==> config.mk <==
export PLATFORM = sky130hd
export DESIGN_NAME = dmem_arbiter_flat
export DESIGN_NICKNAME = d
export VERILOG_FILES = /design/src/rtl/dmem_arbiter_if.sv /design/src/rtl/dmem_arbiter.sv /design/src/flat_wrapper.sv
export SDC_FILE = /design/constraint.sdc
export NUM_CORES = 1
export LEC_CHECK = 0
export BUFFER_PORTS_ARGS = -buffer_cell sky130_fd_sc_hd__buf_4
export CAP_MARGIN = 25
export CELL_PAD_IN_SITES_DETAIL_PLACEMENT = 0
export CELL_PAD_IN_SITES_GLOBAL_PLACEMENT = 1
export CORE_ASPECT_RATIO = 1.25
export CORE_MARGIN = 2
export CORE_UTILIZATION = 29
export CTS_CLUSTER_DIAMETER = 150
export DETAILED_ROUTE_END_ITERATION = 10
export HOLD_SLACK_MARGIN = 0.06
export PLACE_DENSITY_LB_ADDON = 0.1
export SYNTH_ARGS = -nofsm -noshare
export SYNTH_HDL_FRONTEND = slang
export SYNTH_SLANG_ARGS = --single-unit
==> constraint.sdc <==
create_clock -name clk_i -period 5.87 [get_ports clk_i]
set_clock_uncertainty 0.05 [all_clocks]
set_input_delay 0.2935 -clock clk_i [delete_from_list [all_inputs] [get_ports clk_i]]
set_output_delay 0.2935 -clock clk_i [all_outputs]
set_load 0.02 [all_outputs]
==> src/rtl/dmem_arbiter_if.sv <==
// Bus bundle between the data-memory arbiter and its CPU, debug, RAM and I/O neighbours.
// The slave modport is the arbiter's view; the master modport is the environment's view.
interface dmem_arbiter_if;
  logic       cpu_req_i;
  logic [4:0] cpu_addr_i;
  logic       cpu_we_i;
  logic [7:0] cpu_wdata_i;
  logic [7:0] cpu_rdata_o;
  logic       cpu_hold_o;

  logic       dbg_req_i;
  logic [4:0] dbg_addr_i;
  logic       dbg_we_i;
  logic [7:0] dbg_wdata_i;
  logic       dbg_ack_o;
  logic [7:0] dbg_rdata_o;

  logic [3:0] ram_addr_o;
  logic [7:0] ram_data_o;
  logic       ram_we_o;
  logic [7:0] ram_data_i;

  logic [3:0] io_addr_o;
  logic [7:0] io_data_o;
  logic       io_we_o;
  logic       io_re_o;
  logic [7:0] io_data_i;

  logic       fsm_state_o;

  modport slave (
    input  cpu_req_i, cpu_addr_i, cpu_we_i, cpu_wdata_i,
    output cpu_rdata_o, cpu_hold_o,
    input  dbg_req_i, dbg_addr_i, dbg_we_i, dbg_wdata_i,
    output dbg_ack_o, dbg_rdata_o,
    output ram_addr_o, ram_data_o, ram_we_o,
    input  ram_data_i,
    output io_addr_o, io_data_o, io_we_o, io_re_o,
    input  io_data_i,
    output fsm_state_o
  );

  modport master (
    output cpu_req_i, cpu_addr_i, cpu_we_i, cpu_wdata_i,
    input  cpu_rdata_o, cpu_hold_o,
    output dbg_req_i, dbg_addr_i, dbg_we_i, dbg_wdata_i,
    input  dbg_ack_o, dbg_rdata_o,
    input  ram_addr_o, ram_data_o, ram_we_o,
    output ram_data_i,
    input  io_addr_o, io_data_o, io_we_o, io_re_o,
    output io_data_i,
    input  fsm_state_o
  );
endinterface

==> src/rtl/dmem_arbiter.sv <==
// Shares one RAM/I-O port between the CPU (default owner) and a debug requester.
// Handshake: debug holds dbg_req_i until dbg_ack_o pulses one cycle after its grant.
module dmem_arbiter #(
  parameter int unsigned STARVE_LIMIT = 4
) (
  input logic            clk_i,
  input logic            rst_i,
  dmem_arbiter_if.slave  bus
);

  typedef enum logic {
    IDLE = 1'b0,
    ACK  = 1'b1
  } state_t;

  localparam logic [2:0] LIMIT = 3'(STARVE_LIMIT);

  state_t     state_q;
  logic [2:0] starve_q;
  logic [2:0] starve_d;
  logic       ack_q;
  logic [7:0] dbg_rdata_q;

  logic       dbg_grant;
  logic       owner_req;
  logic [4:0] owner_addr;
  logic       owner_we;
  logic [7:0] owner_wdata;
  logic [7:0] dbg_read_mux;

  // Reset gates the grant so nothing is accessed while rst_i is high.
  assign dbg_grant = !rst_i && (state_q == IDLE) && bus.dbg_req_i &&
                     (!bus.cpu_req_i || (starve_q == LIMIT));

  always_comb begin
    owner_req   = 1'b0;
    owner_addr  = bus.cpu_addr_i;
    owner_we    = bus.cpu_we_i;
    owner_wdata = bus.cpu_wdata_i;
    if (dbg_grant) begin
      owner_req   = 1'b1;
      owner_addr  = bus.dbg_addr_i;
      owner_we    = bus.dbg_we_i;
      owner_wdata = bus.dbg_wdata_i;
    end else begin
      owner_req   = bus.cpu_req_i && !rst_i;
    end
  end

  assign bus.ram_addr_o = owner_addr[3:0];
  assign bus.io_addr_o  = owner_addr[3:0];
  assign bus.ram_data_o = owner_wdata;
  assign bus.io_data_o  = owner_wdata;
  assign bus.ram_we_o   = owner_req &&  owner_we && !owner_addr[4];
  assign bus.io_we_o    = owner_req &&  owner_we &&  owner_addr[4];
  assign bus.io_re_o    = owner_req && !owner_we &&  owner_addr[4];

  assign bus.cpu_rdata_o = bus.cpu_addr_i[4] ? bus.io_data_i : bus.ram_data_i;
  assign bus.cpu_hold_o  = bus.cpu_req_i && dbg_grant;
  assign dbg_read_mux    = bus.dbg_addr_i[4] ? bus.io_data_i : bus.ram_data_i;

  // Counts cycles a pending debug request has been passed over for the CPU.
  always_comb begin
    starve_d = starve_q;
    if (!bus.dbg_req_i || dbg_grant) begin
      starve_d = 3'd0;
    end else if ((state_q == IDLE) && (starve_q != LIMIT)) begin
      starve_d = starve_q + 3'd1;
    end
  end

  always_ff @(posedge clk_i or posedge rst_i) begin
    if (rst_i) begin
      state_q     <= IDLE;
      starve_q    <= 3'd0;
      ack_q       <= 1'b0;
      dbg_rdata_q <= 8'h00;
    end else begin
      starve_q <= starve_d;
      case (state_q)
        IDLE: begin
          if (dbg_grant) begin
            state_q     <= ACK;
            ack_q       <= 1'b1;
            dbg_rdata_q <= bus.dbg_we_i ? 8'h00 : dbg_read_mux;
          end else begin
            ack_q <= 1'b0;
          end
        end
        ACK: begin
          state_q <= IDLE;
          ack_q   <= 1'b0;
        end
        default: begin
          state_q <= IDLE;
          ack_q   <= 1'b0;
        end
      endcase
    end
  end

  assign bus.dbg_ack_o   = ack_q;
  assign bus.dbg_rdata_o = dbg_rdata_q;
  assign bus.fsm_state_o = state_q;

endmodule

==> src/flat_wrapper.sv <==
// flat-port wrapper written by rule: the top's interface ports become plain ports
module dmem_arbiter_flat 
#(
  parameter int unsigned STARVE_LIMIT = 4
)
  (clk_i, rst_i, bus_cpu_req_i, bus_cpu_addr_i, bus_cpu_we_i, bus_cpu_wdata_i, bus_cpu_rdata_o, bus_cpu_hold_o, bus_dbg_req_i, bus_dbg_addr_i, bus_dbg_we_i, bus_dbg_wdata_i, bus_dbg_ack_o, bus_dbg_rdata_o, bus_ram_addr_o, bus_ram_data_o, bus_ram_we_o, bus_ram_data_i, bus_io_addr_o, bus_io_data_o, bus_io_we_o, bus_io_re_o, bus_io_data_i, bus_fsm_state_o);
  dmem_arbiter_if bus_i ();
  input logic clk_i;
  input logic rst_i;
  input wire logic [$bits(bus_i.cpu_req_i)-1:0] bus_cpu_req_i;
  input wire logic [$bits(bus_i.cpu_addr_i)-1:0] bus_cpu_addr_i;
  input wire logic [$bits(bus_i.cpu_we_i)-1:0] bus_cpu_we_i;
  input wire logic [$bits(bus_i.cpu_wdata_i)-1:0] bus_cpu_wdata_i;
  output wire logic [$bits(bus_i.cpu_rdata_o)-1:0] bus_cpu_rdata_o;
  output wire logic [$bits(bus_i.cpu_hold_o)-1:0] bus_cpu_hold_o;
  input wire logic [$bits(bus_i.dbg_req_i)-1:0] bus_dbg_req_i;
  input wire logic [$bits(bus_i.dbg_addr_i)-1:0] bus_dbg_addr_i;
  input wire logic [$bits(bus_i.dbg_we_i)-1:0] bus_dbg_we_i;
  input wire logic [$bits(bus_i.dbg_wdata_i)-1:0] bus_dbg_wdata_i;
  output wire logic [$bits(bus_i.dbg_ack_o)-1:0] bus_dbg_ack_o;
  output wire logic [$bits(bus_i.dbg_rdata_o)-1:0] bus_dbg_rdata_o;
  output wire logic [$bits(bus_i.ram_addr_o)-1:0] bus_ram_addr_o;
  output wire logic [$bits(bus_i.ram_data_o)-1:0] bus_ram_data_o;
  output wire logic [$bits(bus_i.ram_we_o)-1:0] bus_ram_we_o;
  input wire logic [$bits(bus_i.ram_data_i)-1:0] bus_ram_data_i;
  output wire logic [$bits(bus_i.io_addr_o)-1:0] bus_io_addr_o;
  output wire logic [$bits(bus_i.io_data_o)-1:0] bus_io_data_o;
  output wire logic [$bits(bus_i.io_we_o)-1:0] bus_io_we_o;
  output wire logic [$bits(bus_i.io_re_o)-1:0] bus_io_re_o;
  input wire logic [$bits(bus_i.io_data_i)-1:0] bus_io_data_i;
  output wire logic [$bits(bus_i.fsm_state_o)-1:0] bus_fsm_state_o;
  assign bus_i.cpu_req_i = bus_cpu_req_i;
  assign bus_i.cpu_addr_i = bus_cpu_addr_i;
  assign bus_i.cpu_we_i = bus_cpu_we_i;
  assign bus_i.cpu_wdata_i = bus_cpu_wdata_i;
  assign bus_cpu_rdata_o = bus_i.cpu_rdata_o;
  assign bus_cpu_hold_o = bus_i.cpu_hold_o;
  assign bus_i.dbg_req_i = bus_dbg_req_i;
  assign bus_i.dbg_addr_i = bus_dbg_addr_i;
  assign bus_i.dbg_we_i = bus_dbg_we_i;
  assign bus_i.dbg_wdata_i = bus_dbg_wdata_i;
  assign bus_dbg_ack_o = bus_i.dbg_ack_o;
  assign bus_dbg_rdata_o = bus_i.dbg_rdata_o;
  assign bus_ram_addr_o = bus_i.ram_addr_o;
  assign bus_ram_data_o = bus_i.ram_data_o;
  assign bus_ram_we_o = bus_i.ram_we_o;
  assign bus_i.ram_data_i = bus_ram_data_i;
  assign bus_io_addr_o = bus_i.io_addr_o;
  assign bus_io_data_o = bus_i.io_data_o;
  assign bus_io_we_o = bus_i.io_we_o;
  assign bus_io_re_o = bus_i.io_re_o;
  assign bus_i.io_data_i = bus_io_data_i;
  assign bus_fsm_state_o = bus_i.fsm_state_o;
  dmem_arbiter #(.STARVE_LIMIT(STARVE_LIMIT)) u_core (.clk_i(clk_i), .rst_i(rst_i), .bus(bus_i));
endmodule
# After elaboration in Yosys (flattened, before gate mapping)
# Index checks and enable logic that the tools add are counted.
[totals] ff_bits=12 in_bits=48 output_inout_bits=46 elab_cells=38
[op_classes] add_sub_neg=1 n_eq_ne=2 muxes=11 n_bitwise=1 reduce_logical=20
[op_table] op="two-way mux 8 bit" count=4
[op_table] op="logical AND 1 bit" count=11
[op_table] op="two-way mux 3 bit" count=2
[op_table] op="logical NOT 1 bit" count=5
[op_table] op="two-way mux 5 bit" count=1
[op_table] op="adder 3 x 1 -> 3 bit, second input constant" count=1
[op_table] op="equality test 3 bit, second input constant" count=1
[op_table] op="two-way mux 1 bit" count=3
[op_table] op="!= test 3 bit, second input constant" count=1
[op_table] op="logical OR 1 bit" count=2
[op_table] op="one-hot mux 1 bit (2 select lines)" count=1
[op_table] op="AND reduction 2 bit" count=1
[op_table] op="nonzero test 2 bit" count=1
[op_table] op="inverter 1 bit" count=1

# Longest topological paths before layout
# Gate-level depths: netlist of the first run.
[depth] depth_word=8 depth_mapped=7 mapped_depth_nobuf=5

# Worst setup path after synthesis of the first run
# Ideal clock, no wire load.
[synth_path] kind="register -> output" from="register u_core.starve_q[0]" to="output bus_ram_addr_o[0]" arrival_ps=2091 required_ps=5527 path_slack_ps=3435 stages_incl_launch_ff=8 path_buffers=2 path_cell_list="dfrtp_1 inv_1 ha_1 nand2_2 a2111oi_4 buf_8 mux2_4 buf_4"
[synth_via] elab_chain_cells=4
[synth_lines] item="from (decl)" line_no="dmem_arbiter.sv:19" source="logic [2:0] starve_q;"
[synth_lines] item="from (signal assigned)" line_no="dmem_arbiter.sv:79" source="starve_q <= starve_d;"
[synth_lines] item="equality test 3 bit" line_no="dmem_arbiter.sv:33" source="(!bus.cpu_req_i || (starve_q == LIMIT));"
[synth_lines] item="logical OR 1 bit" line_no="dmem_arbiter.sv:33"
[synth_lines] item="logical AND 1 bit" line_no="dmem_arbiter.sv:32" source="assign dbg_grant = !rst_i && (state_q == IDLE) && bus.dbg_req_i &&"
[synth_lines] item="two-way mux 5 bit" line_no="dmem_arbiter.sv:40" source="if (dbg_grant) begin"
[synth_lines] item="to (decl)" line_no="flat_wrapper.sv:22" source="output wire logic [$bits(bus_i.ram_addr_o)-1:0] bus_ram_addr_o;"
# No other way between the ends.

# Worst setup path after layout of the first run
[layout_path] from="register u_core.starve_q[0]" to="output bus_io_addr_o[0]"
[layout_via] elab_chain_cells=4
[layout_lines] item="equality test 3 bit" line_no="dmem_arbiter.sv:33"
[layout_lines] item="logical OR 1 bit" line_no="dmem_arbiter.sv:33"
[layout_lines] item="logical AND 1 bit" line_no="dmem_arbiter.sv:32"
[layout_lines] item="two-way mux 5 bit" line_no="dmem_arbiter.sv:40"
[layout_lines] item="to (decl)" line_no="flat_wrapper.sv:26" source="output wire logic [$bits(bus_i.io_addr_o)-1:0] bus_io_addr_o;"
# No other way between the ends.

==> impl_metrics.env, run 1 <==
export IMPL_start_util_pct=29.8
export IMPL_required_ns=5.53
export IMPL_holdBufCountCts=0
export IMPL_dp_hpwl_um=2480
export IMPL_multi_input_area_um2=658
export IMPL_worst_setup_path_start_kind="register"
export IMPL_period_needed_ns=2.85
export IMPL_tightest_slew_ns=0.550
export IMPL_synthTopCellsByCount="16 x mux2_2, 13 x buf_4, 12 x dfrtp_1, 12 x mux2_4, 12 x mux2i_1"
export IMPL_vias_per_cell=4.61
export IMPL_design_area_mm2=0.00180
export IMPL_gp_congestion=0.696
export IMPL_remaining_drc_errors=0
export IMPL_synth_top_flop_cell="dfrtp_1"
export IMPL_first_global_vias=1021
export IMPL_die_area_mm2=0.00438
export IMPL_drv_slew=0
export IMPL_routed_wirelength_um=2970
export IMPL_cts_root_buf="clkbuf_8"
export IMPL_hold_violations=0
export IMPL_status="finished, final reports clean"
export IMPL_core_area_mm2=0.00375
export IMPL_antennaDiodeCount=0
export IMPL_cts_tree="yes"
export IMPL_synth_seq_cells=12
export IMPL_synth_avg_cell_area_um2=10.9
export IMPL_worstSetupPathType="reg2out"
export IMPL_power_switching_mw=0.118
export IMPL_setup_ws_ns=3.02
export IMPL_synth_area_leaders="dfrtp_1 27%, mux2_2 16%, mux2_4 16%, mux2i_1 11%, buf_4 8.7%"
export IMPL_tns_ns=0
export IMPL_ios=94
export IMPL_synth_top_area_share_pct=26.8
export IMPL_fin_hold_ws_ns=0.0639
export IMPL_cpMaxStageDelayCell="a2111oi_4"
export IMPL_rows=25
export IMPL_drive_above_1_share_pct=70.5
export IMPL_die_w_um=59.6
export IMPL_syn_num_nets=153
export IMPL_fmax_mhz=351
export IMPL_cts_clk_slew_worst_paths_ns=0.05
export IMPL_synth_edf_count=0
export IMPL_port_buffers=93
export IMPL_timing_critical_path_mode_cell="buf_4"
export IMPL_p_leak_nw=0.941
export IMPL_grt_max_degree=23
export IMPL_critPathMaxFanout=22
export IMPL_setup_viol=0
export IMPL_ys_seq_area_share_pct=26.8
export IMPL_regArea_um2=300
export IMPL_clock_power_share_pct=24.5
export IMPL_vias=1028
export IMPL_arrival_ns=2.51
export IMPL_htree_levels=1
export IMPL_dp_worst_setup_slack_ns=3.24
export IMPL_grt_first_pass_wirelength_um=4470
export IMPL_drtPass1Iterations=4
export IMPL_synthArstFlopShare_pct=100
export IMPL_mappedNetlistArea_mm2=0.00112
export IMPL_synthDistinctLibCells=22
export IMPL_ant_nets=0
export IMPL_min_period_over_period_pct=48.6
export IMPL_p_total_mw=0.363
export IMPL_globalRoute_totalOverflow=0
export IMPL_cts_setup_buffers=0
export IMPL_clockBufferDepth=2
export IMPL_p_per_area_mw_per_mm2=202
export IMPL_nets=234
export IMPL_yosysMostFrequentCell="mux2_2"
export IMPL_drt_initial_drc_count=18
export IMPL_maxCapViolCount=0
export IMPL_num_fill_cells=385
export IMPL_numCtsBuffers=3
export IMPL_relSlewSlack_pct=63.3
export IMPL_clk_latency_ns=0.24
export IMPL_cp_end_kind="output port"
export IMPL_cts_sinks=12
export IMPL_grt_setup_unrepaired="no"
export IMPL_grt_antenna_before_repair=0
export IMPL_p_seq_share_pct=29.0
export IMPL_wire_per_inst_um=13.3
export IMPL_die_y_um=73.5
export IMPL_synthCells=103
export IMPL_critical_path_max_stage_delay_ns=0.58
export IMPL_syn_to_final_growth_pct=60.3
export IMPL_cp_cell_sequence="inv_1 -> ha_1 -> nand2_2 -> a2111oi_4 -> buf_4 -> mux2_4 -> buf_4"
export IMPL_p_int_mw=0.246
export IMPL_p_comb_share_pct=46.5
export IMPL_placed_area_mm2=0.00174
export IMPL_peakVddDrop_mv=0.0799
export IMPL_cts_resized=0
export IMPL_yosysWarnings=0
export IMPL_yosysTopAreaCell="dfrtp_1"
export IMPL_grtUsageTotal_pct=13.4
export IMPL_hold_path_class="in2async"
export IMPL_netSwitchingFraction_pct=32.4
## cell families after synthesis
logic type                 count (synthesis)  synth area share, %
muxes                                     40                 42.9
and+or+nand+nor                           20                 9.50
AOI/OAI and AO/OA                          3                 3.35
adders and majority gates                  2                 2.23
xor gates and xnor gates                   1                0.782
DFF                                       12                 26.8
buffers and inverters                     25                 14.4
## cell usage in the layout, fill, tap and decap left out, types with 3 or more instances in the layout
cell / synthesis / layout
inv_1: 7 / 7
dfrtp_1: 12 / 12
nor2_1: 8 / 8
mux2_4: 12 / 12
clkbuf_8: 0 / 4
buf_4: 13 / 94
mux2_2: 16 / 16
mux2i_1: 12 / 12
nand4_1: 3 / 3
## stage by stage
stage                     instances  utilization (%)
after global placement          219             46.4
after CTS                       223             47.8
after floorplan                 103                -
after detailed placement        219             46.4
after global routing            223             47.8
final                           223             47.8
## worst paths after layout
path                                      startpoint                         to  slack [ns]  cells past startpoint
hold reg to reg            u_core.bus.dbg_rdata_o[0]  u_core.bus.dbg_rdata_o[0]        0.46                      1
setup reg to reg                  u_core.starve_q[0]  u_core.bus.dbg_rdata_o[0]        3.56                      6
max in group asynchronous                      rst_i  u_core.bus.dbg_rdata_o[2]        5.36                      2
setup / recovery                  u_core.starve_q[0]           bus_io_addr_o[0]        3.02                      7
min in group clk_i                     bus_dbg_req_i         u_core.starve_q[2]        0.37                      3
hold / removal                                 rst_i         u_core.starve_q[2]        0.06                      2
## routing by layer
| layer | vias to the layer above | GRT usage (%) | share of wire [%] |
|---|---|---|---|
| li1 | 509 | - | - |
| met1 | 478 | 14.0 | 34 |
| met2 | 39 | 26.1 | 58 |
| met3 | 2 | 3.17 | 7.2 |
| met4 | 0 | 2.96 | 0.57 |
| met5 | - | 0 | 0 |
## power groups by stage
stage / sequential (mW) / combinational (mW) / clock (mW)
floorplan: 0.119 / 0.0892 / 0
global placement: 0.107 / 0.169 / 0
detailed placement: 0.107 / 0.172 / 0
CTS: 0.106 / 0.172 / 0.0912
global route: 0.108 / 0.182 / 0.0951
finish: 0.105 / 0.169 / 0.0889
## cell type report
| cell class | count | area share [%] |
|---|---|---|
| inverter | 7 | 1.46 |
| clock buffer | 4 | 3.07 |
| sequential | 12 | 16.7 |
| multi-input combinational | 66 | 36.7 |
| timing repair buffer | 94 | 39.3 |
| tap | 40 | 2.79 |
## state kept, by name, summed over array words and instances, names as in the netlist
signal / cells
u_core.starve_q: 3
u_core.bus.fsm_state_o: 1
u_core.bus.dbg_rdata_o: 8
## worst max-delay path, delay by kind of cell (launching register included)
kind / cells / cell delay [ns]
AND/OR/NAND/NOR: 1 / 0.08
flip-flops: 1 / 0.40
multiplexers: 1 / 0.34
AO/OA/AOI/OAI: 1 / 0.58
buffers and inverters: 3 / 0.66
adder cells (fa/ha/maj): 1 / 0.20
Power figures use the tool's default switching activity.
==> inputs of run 2 (changes only) <==
CORE_UTILIZATION = 27   (was 29)
clock period = 2.9 ns   (was 5.87 ns; I/O delays follow)
==> run 2 against run 1 <==
  * Highest routed layer unchanged
  * Sequential power is 100% higher
  * Setup slack worse by 2.6 ns
  * Register-to-register slack worse by 2.7 ns
  * Critical path type unchanged
==> impl_metrics.env, run 2 (synthesis results as in run 1) <==
export IMPL_worstSetupPathType="reg2out"
export IMPL_antennaDiodeCount=0
export IMPL_syn_to_final_growth_pct=63.7
export IMPL_cts_root_buf="clkbuf_8"
export IMPL_nets=236
export IMPL_p_leak_nw=0.951
export IMPL_r2r_start="u_core.starve_q[0]"
export IMPL_period_needed_ns=2.45
export IMPL_min_period_over_period_pct=84.4
export IMPL_final_cell_mix="95 x buf_4, 16 x mux2_2, 12 x mux2i_1, 12 x mux2_4, 12 x dfrtp_1"
export IMPL_cts_resized=0
export IMPL_grtUsageTotal_pct=12.4
export IMPL_port_buffers=93
export IMPL_numCtsBuffers=3
export IMPL_holdBufCountCts=1
export IMPL_fin_hold_ws_ns=0.230
export IMPL_vias=1038
export IMPL_clk_latency_ns=0.23
export IMPL_num_fill_cells=416
export IMPL_die_w_um=61.6
export IMPL_vias_per_cell=4.31
export IMPL_reg2reg_depth=6
export IMPL_cts_sinks=12
export IMPL_critPathMaxFanout=20
export IMPL_grt_setup_unrepaired="no"
export IMPL_rows=26
export IMPL_hold_violations=0
export IMPL_drive_above_1_share_pct=70.3
export IMPL_grt_antenna_before_repair=0
export IMPL_drv_slew=0
export IMPL_clockBufferDepth=2
export IMPL_globalRoute_totalOverflow=0
export IMPL_arrival_ns=2.25
export IMPL_worstHoldStart="bus_dbg_req_i"
export IMPL_die_area_mm2=0.00468
export IMPL_grt_max_degree=21
export IMPL_routed_wirelength_um=2950
export IMPL_first_global_vias=1014
export IMPL_maxCapViolCount=0
export IMPL_drtPass1Iterations=4
export IMPL_p_per_area_mw_per_mm2=402
export IMPL_remaining_drc_errors=0
export IMPL_core_area_mm2=0.00403
export IMPL_tightest_slew_ns=0.526
export IMPL_min_to="u_core.starve_q[1]"
export IMPL_die_y_um=76.0
export IMPL_largest_reg_flops=8
export IMPL_tns_ns=0
export IMPL_setup_viol=0
export IMPL_wire_per_inst_um=12.2
export IMPL_grt_first_pass_wirelength_um=4490
export IMPL_cts_tree="yes"
export IMPL_cts_clk_slew_worst_paths_ns=0.05
export IMPL_status="finished, final reports clean"
export IMPL_required_ns=2.71
export IMPL_cts_setup_buffers=0
export IMPL_final_common_cell="buf_4"
export IMPL_r2r_end="u_core.bus.dbg_rdata_o[1]"
export IMPL_gp_congestion=0.682
export IMPL_peakVddDrop_mv=0.169
export IMPL_p_total_mw=0.737
export IMPL_ant_nets=0
export IMPL_worst_setup_path_start_kind="register"
export IMPL_dp_hpwl_um=2510
export IMPL_relSlewSlack_pct=64.9
export IMPL_start_util_pct=27.8
export IMPL_min_path_cells=3
export IMPL_fmax_mhz=409
export IMPL_r2r_setup_slack_ns=0.90
export IMPL_htree_levels=1
export IMPL_hold_path_class="in2reg"
export IMPL_ios=94
export IMPL_cp_end_kind="output port"
export IMPL_drt_initial_drc_count=13
[run 2: how the worst max path moves through the flow]
stage,start,cells after the start,to
floorplan,u_core.starve_q[0],7,bus_ram_addr_o[0]
global placement,u_core.starve_q[0],7,bus_io_data_o[4]
detailed placement,u_core.starve_q[0],7,bus_ram_data_o[4]
CTS,u_core.starve_q[0],7,bus_ram_data_o[4]
global route,u_core.starve_q[0],7,bus_ram_data_o[7]
finish,u_core.starve_q[0],7,bus_ram_data_o[4]
[run 2: cell type report]
type | count | area, µm² | area share [%]
clock buffer | 4 | 55.1 | 3.00
inverter | 7 | 26.3 | 1.43
multi-input combinational | 66 | 658 | 35.9
sequential | 12 | 300 | 16.4
tap | 56 | 70.1 | 3.82
timing repair buffer | 96 | 723 | 39.5
[run 2: routing by layer]
| layer | share of wire, % | GRT usage [%] | up-vias |
|---|---|---|---|
| li1 | - | - | 508 |
| met1 | 36 | 14.1 | 479 |
| met2 | 56 | 22.7 | 49 |
| met3 | 6.7 | 1.19 | 2 |
| met4 | 1.2 | 4.47 | 0 |
| met5 | 0 | 0 | - |
[run 2: power breakdown]
part,total (mW),internal [mW],switching (mW)
combinational,0.345,0.184,0.161
sequential,0.214,0.195,0.0195
clock,0.177,0.120,0.0578
total,0.737,0.499,0.238
[run 2: worst max-delay path, cell delays in order (launching register included)]
cell and delay (ns):
dfrtp_1 0.40, inv_1 0.07, ha_1 0.18, nand2_2 0.08, a2111oi_4 0.37, buf_4 0.36, mux2_2 0.39, buf_4 0.16
[run 2: per-stage QoR]
stage          utilization [%]  cell area (µm²)  setup slack (ns)  std cells
2_1_floorplan                -             1120             0.614        103
3_3_place_gp              43.8             1770             0.751        236
3_5_place_dp              43.8             1770             0.668        236
4_1_cts                   45.4             1830             0.407        241
5_1_grt                   45.4             1830             0.338        241
6_report                  45.4             1830             0.452        241
==> inputs of run 3 (changes only) <==
CORE_UTILIZATION = 24   (was 27)
clock period = 2.03 ns   (was 2.9 ns; I/O delays follow)
==> run 3 against run 2 <==
  * Clock power is 45% higher
  * Worst hold slack worse by 0.048 ns
  * Combinational power is 69% higher
  * Routed wire length is 14% higher
  * Non-clock buffer count is 9 higher
  * Count of clock-buffer cells in the layout stayed put
  * Register-to-register slack worse by 0.77 ns
  * Via count is 5.2% higher
  * Flip-flop and latch count stayed put
  * Design area is 12% higher
  * The run now ends with setup timing left
  * Sequential share of layout area is 1.8 points lower
  * First-iteration DRC count is 15% higher
==> impl_metrics.env, run 3 (synthesis results as in run 1) <==
export IMPL_fmax_mhz=475
export IMPL_drv_slew=0
export IMPL_vias=1092
export IMPL_htree_levels=1
export IMPL_peakVddDrop_mv=0.364
export IMPL_gp_congestion=0.704
export IMPL_required_ns=1.88
export IMPL_numCtsBuffers=3
export IMPL_routed_wirelength_um=3350
export IMPL_worst_setup_path_start_kind="register"
export IMPL_dp_worst_setup_slack_ns=0.0666
export IMPL_status="complete, but fails checks"
export IMPL_setup_viol=24
export IMPL_p_per_area_mw_per_mm2=557
export IMPL_multi_input_area_um2=709
export IMPL_final_common_cell="buf_4"
export IMPL_grt_antenna_before_repair=0
export IMPL_drive_above_1_share_pct=74.7
export IMPL_antennaDiodeCount=0
export IMPL_syn_to_final_growth_pct=83.6
export IMPL_cp_cell_sequence="inv_2 -> ha_4 -> nand2_4 -> a2111oi_4 -> buf_6 -> mux2_4 -> buf_6"
export IMPL_hold_violations=0
export IMPL_ant_nets=0
export IMPL_grt_max_degree=13
export IMPL_largest_reg_flops=8
export IMPL_globalRoute_totalOverflow=0
export IMPL_cts_sinks=12
export IMPL_cpMaxStageDelayCell="a2111oi_4"
export IMPL_core_area_mm2=0.00446
export IMPL_cp_end_kind="output port"
export IMPL_final_cell_mix="77 x buf_4, 27 x buf_6, 18 x mux2_4, 12 x dfrtp_1, 10 x mux2_2"
export IMPL_nets=245
export IMPL_violations="setup timing"
export IMPL_timing_critical_path_mode_cell="buf_6"
export IMPL_clk_latency_ns=0.23
export IMPL_hold_path_class="in2reg"
export IMPL_wire_per_inst_um=13.3
export IMPL_dp_hpwl_um=2670
export IMPL_min_period_over_period_pct=104
export IMPL_design_area_mm2=0.00206
export IMPL_die_w_um=65.1
export IMPL_drt_initial_drc_count=15
export IMPL_tightest_slew_ns=0.393
export IMPL_period_needed_ns=2.10
export IMPL_ios=94
export IMPL_port_buffers=93
export IMPL_drtPass1Iterations=3
export IMPL_grt_setup_unrepaired="yes"
export IMPL_grtUsageTotal_pct=12.9
export IMPL_arrival_ns=1.95
export IMPL_first_global_vias=1115
export IMPL_relSlewSlack_pct=73.8
export IMPL_cts_clk_slew_worst_paths_ns=0.05
export IMPL_start_util_pct=25.1
export IMPL_rows=27
export IMPL_die_area_mm2=0.00523
export IMPL_grt_first_pass_wirelength_um=5290
export IMPL_cts_tree="yes"
export IMPL_placed_area_mm2=0.00180
export IMPL_critPathMaxFanout=7
export IMPL_maxCapViolCount=0
export IMPL_critical_path_max_stage_delay_ns=0.40
export IMPL_setup_ws_ns=-0.0732
export IMPL_fin_util_pct=46.1
export IMPL_cts_root_buf="clkbuf_8"
export IMPL_clockBufferDepth=2
export IMPL_regArea_um2=300
export IMPL_remaining_drc_errors=0
export IMPL_worstSetupPathType="reg2out"
export IMPL_vias_per_cell=4.33
export IMPL_p_leak_nw=1.06
export IMPL_num_fill_cells=446
export IMPL_die_y_um=80.4
## run 3: final timing paths
path	slack, ns	start	depth (start not counted)	end
min in group asynchronous	0.47	rst_i	4	u_core.bus.dbg_rdata_o[3]
min	0.18	bus_dbg_req_i	3	u_core.starve_q[0]
max in group asynchronous	1.30	rst_i	4	u_core.starve_q[0]
max reg2reg	0.13	u_core.starve_q[0]	7	u_core.bus.dbg_rdata_o[1]
min reg2reg	0.46	u_core.bus.dbg_rdata_o[0]	1	u_core.bus.dbg_rdata_o[0]
max	-0.07	u_core.starve_q[0]	7	bus_io_data_o[7]
## run 3: power breakdown
| part | internal (mW) | switching (mW) |
|---|---|---|
| registers | 0.279 | 0.0260 |
| clock network | 0.171 | 0.0848 |
| logic | 0.325 | 0.259 |
## run 3: timing repair
action                                  4_1_cts  5_1_grt
hold buffers                                  1        0
resized for setup                            33        4
endpoints found under the hold margin        12        0
setup buffers                                 5        2
pin swaps                                     1        2
endpoints found under the setup margin       27       36
## run 3: stage by stage
step / instances / setup TNS [ns] / total power [mW] / hold slack [ns]
after global placement: 240 / 0 / 0.813 / 0.169
after detailed placement: 240 / 0 / 0.819 / 0.162
after floorplan: 103 / -1.01 / 0.613 / -0.0600
after CTS: 250 / -4.06 / 1.14 / 0.184
final: 252 / -1.64 / 1.14 / 0.181
after global routing: 252 / -4.09 / 1.22 / 0.217
## run 3: final cells by class
cell class	count	share of cell area, %
timing repair buffer	105	43.4
clock buffer	4	2.68
multi-input combinational	66	34.5
tap	58	3.53
inverter	7	1.28
sequential	12	14.6
## run 3: critical path: cells and delay by family (launching register included)
| family | cells | cell delay [ns] |
|---|---|---|
| AOI/OAI and AO/OA | 1 | 0.40 |
| buffers and inverters | 3 | 0.42 |
| muxes | 1 | 0.33 |
| DFF | 1 | 0.38 |
| adders and majority gates | 1 | 0.14 |
| and+or+nand+nor | 1 | 0.05 |
## run 3: per-layer routing
layer | global-route usage [%] | share of wire (%) | vias to the layer above
met2 | 23.2 | 53 | 57
met4 | 3.75 | 0.75 | 0
li1 | - | - | 527
met1 | 14.2 | 35 | 506
met3 | 4.48 | 11 | 2
met5 | 0 | 0 | -
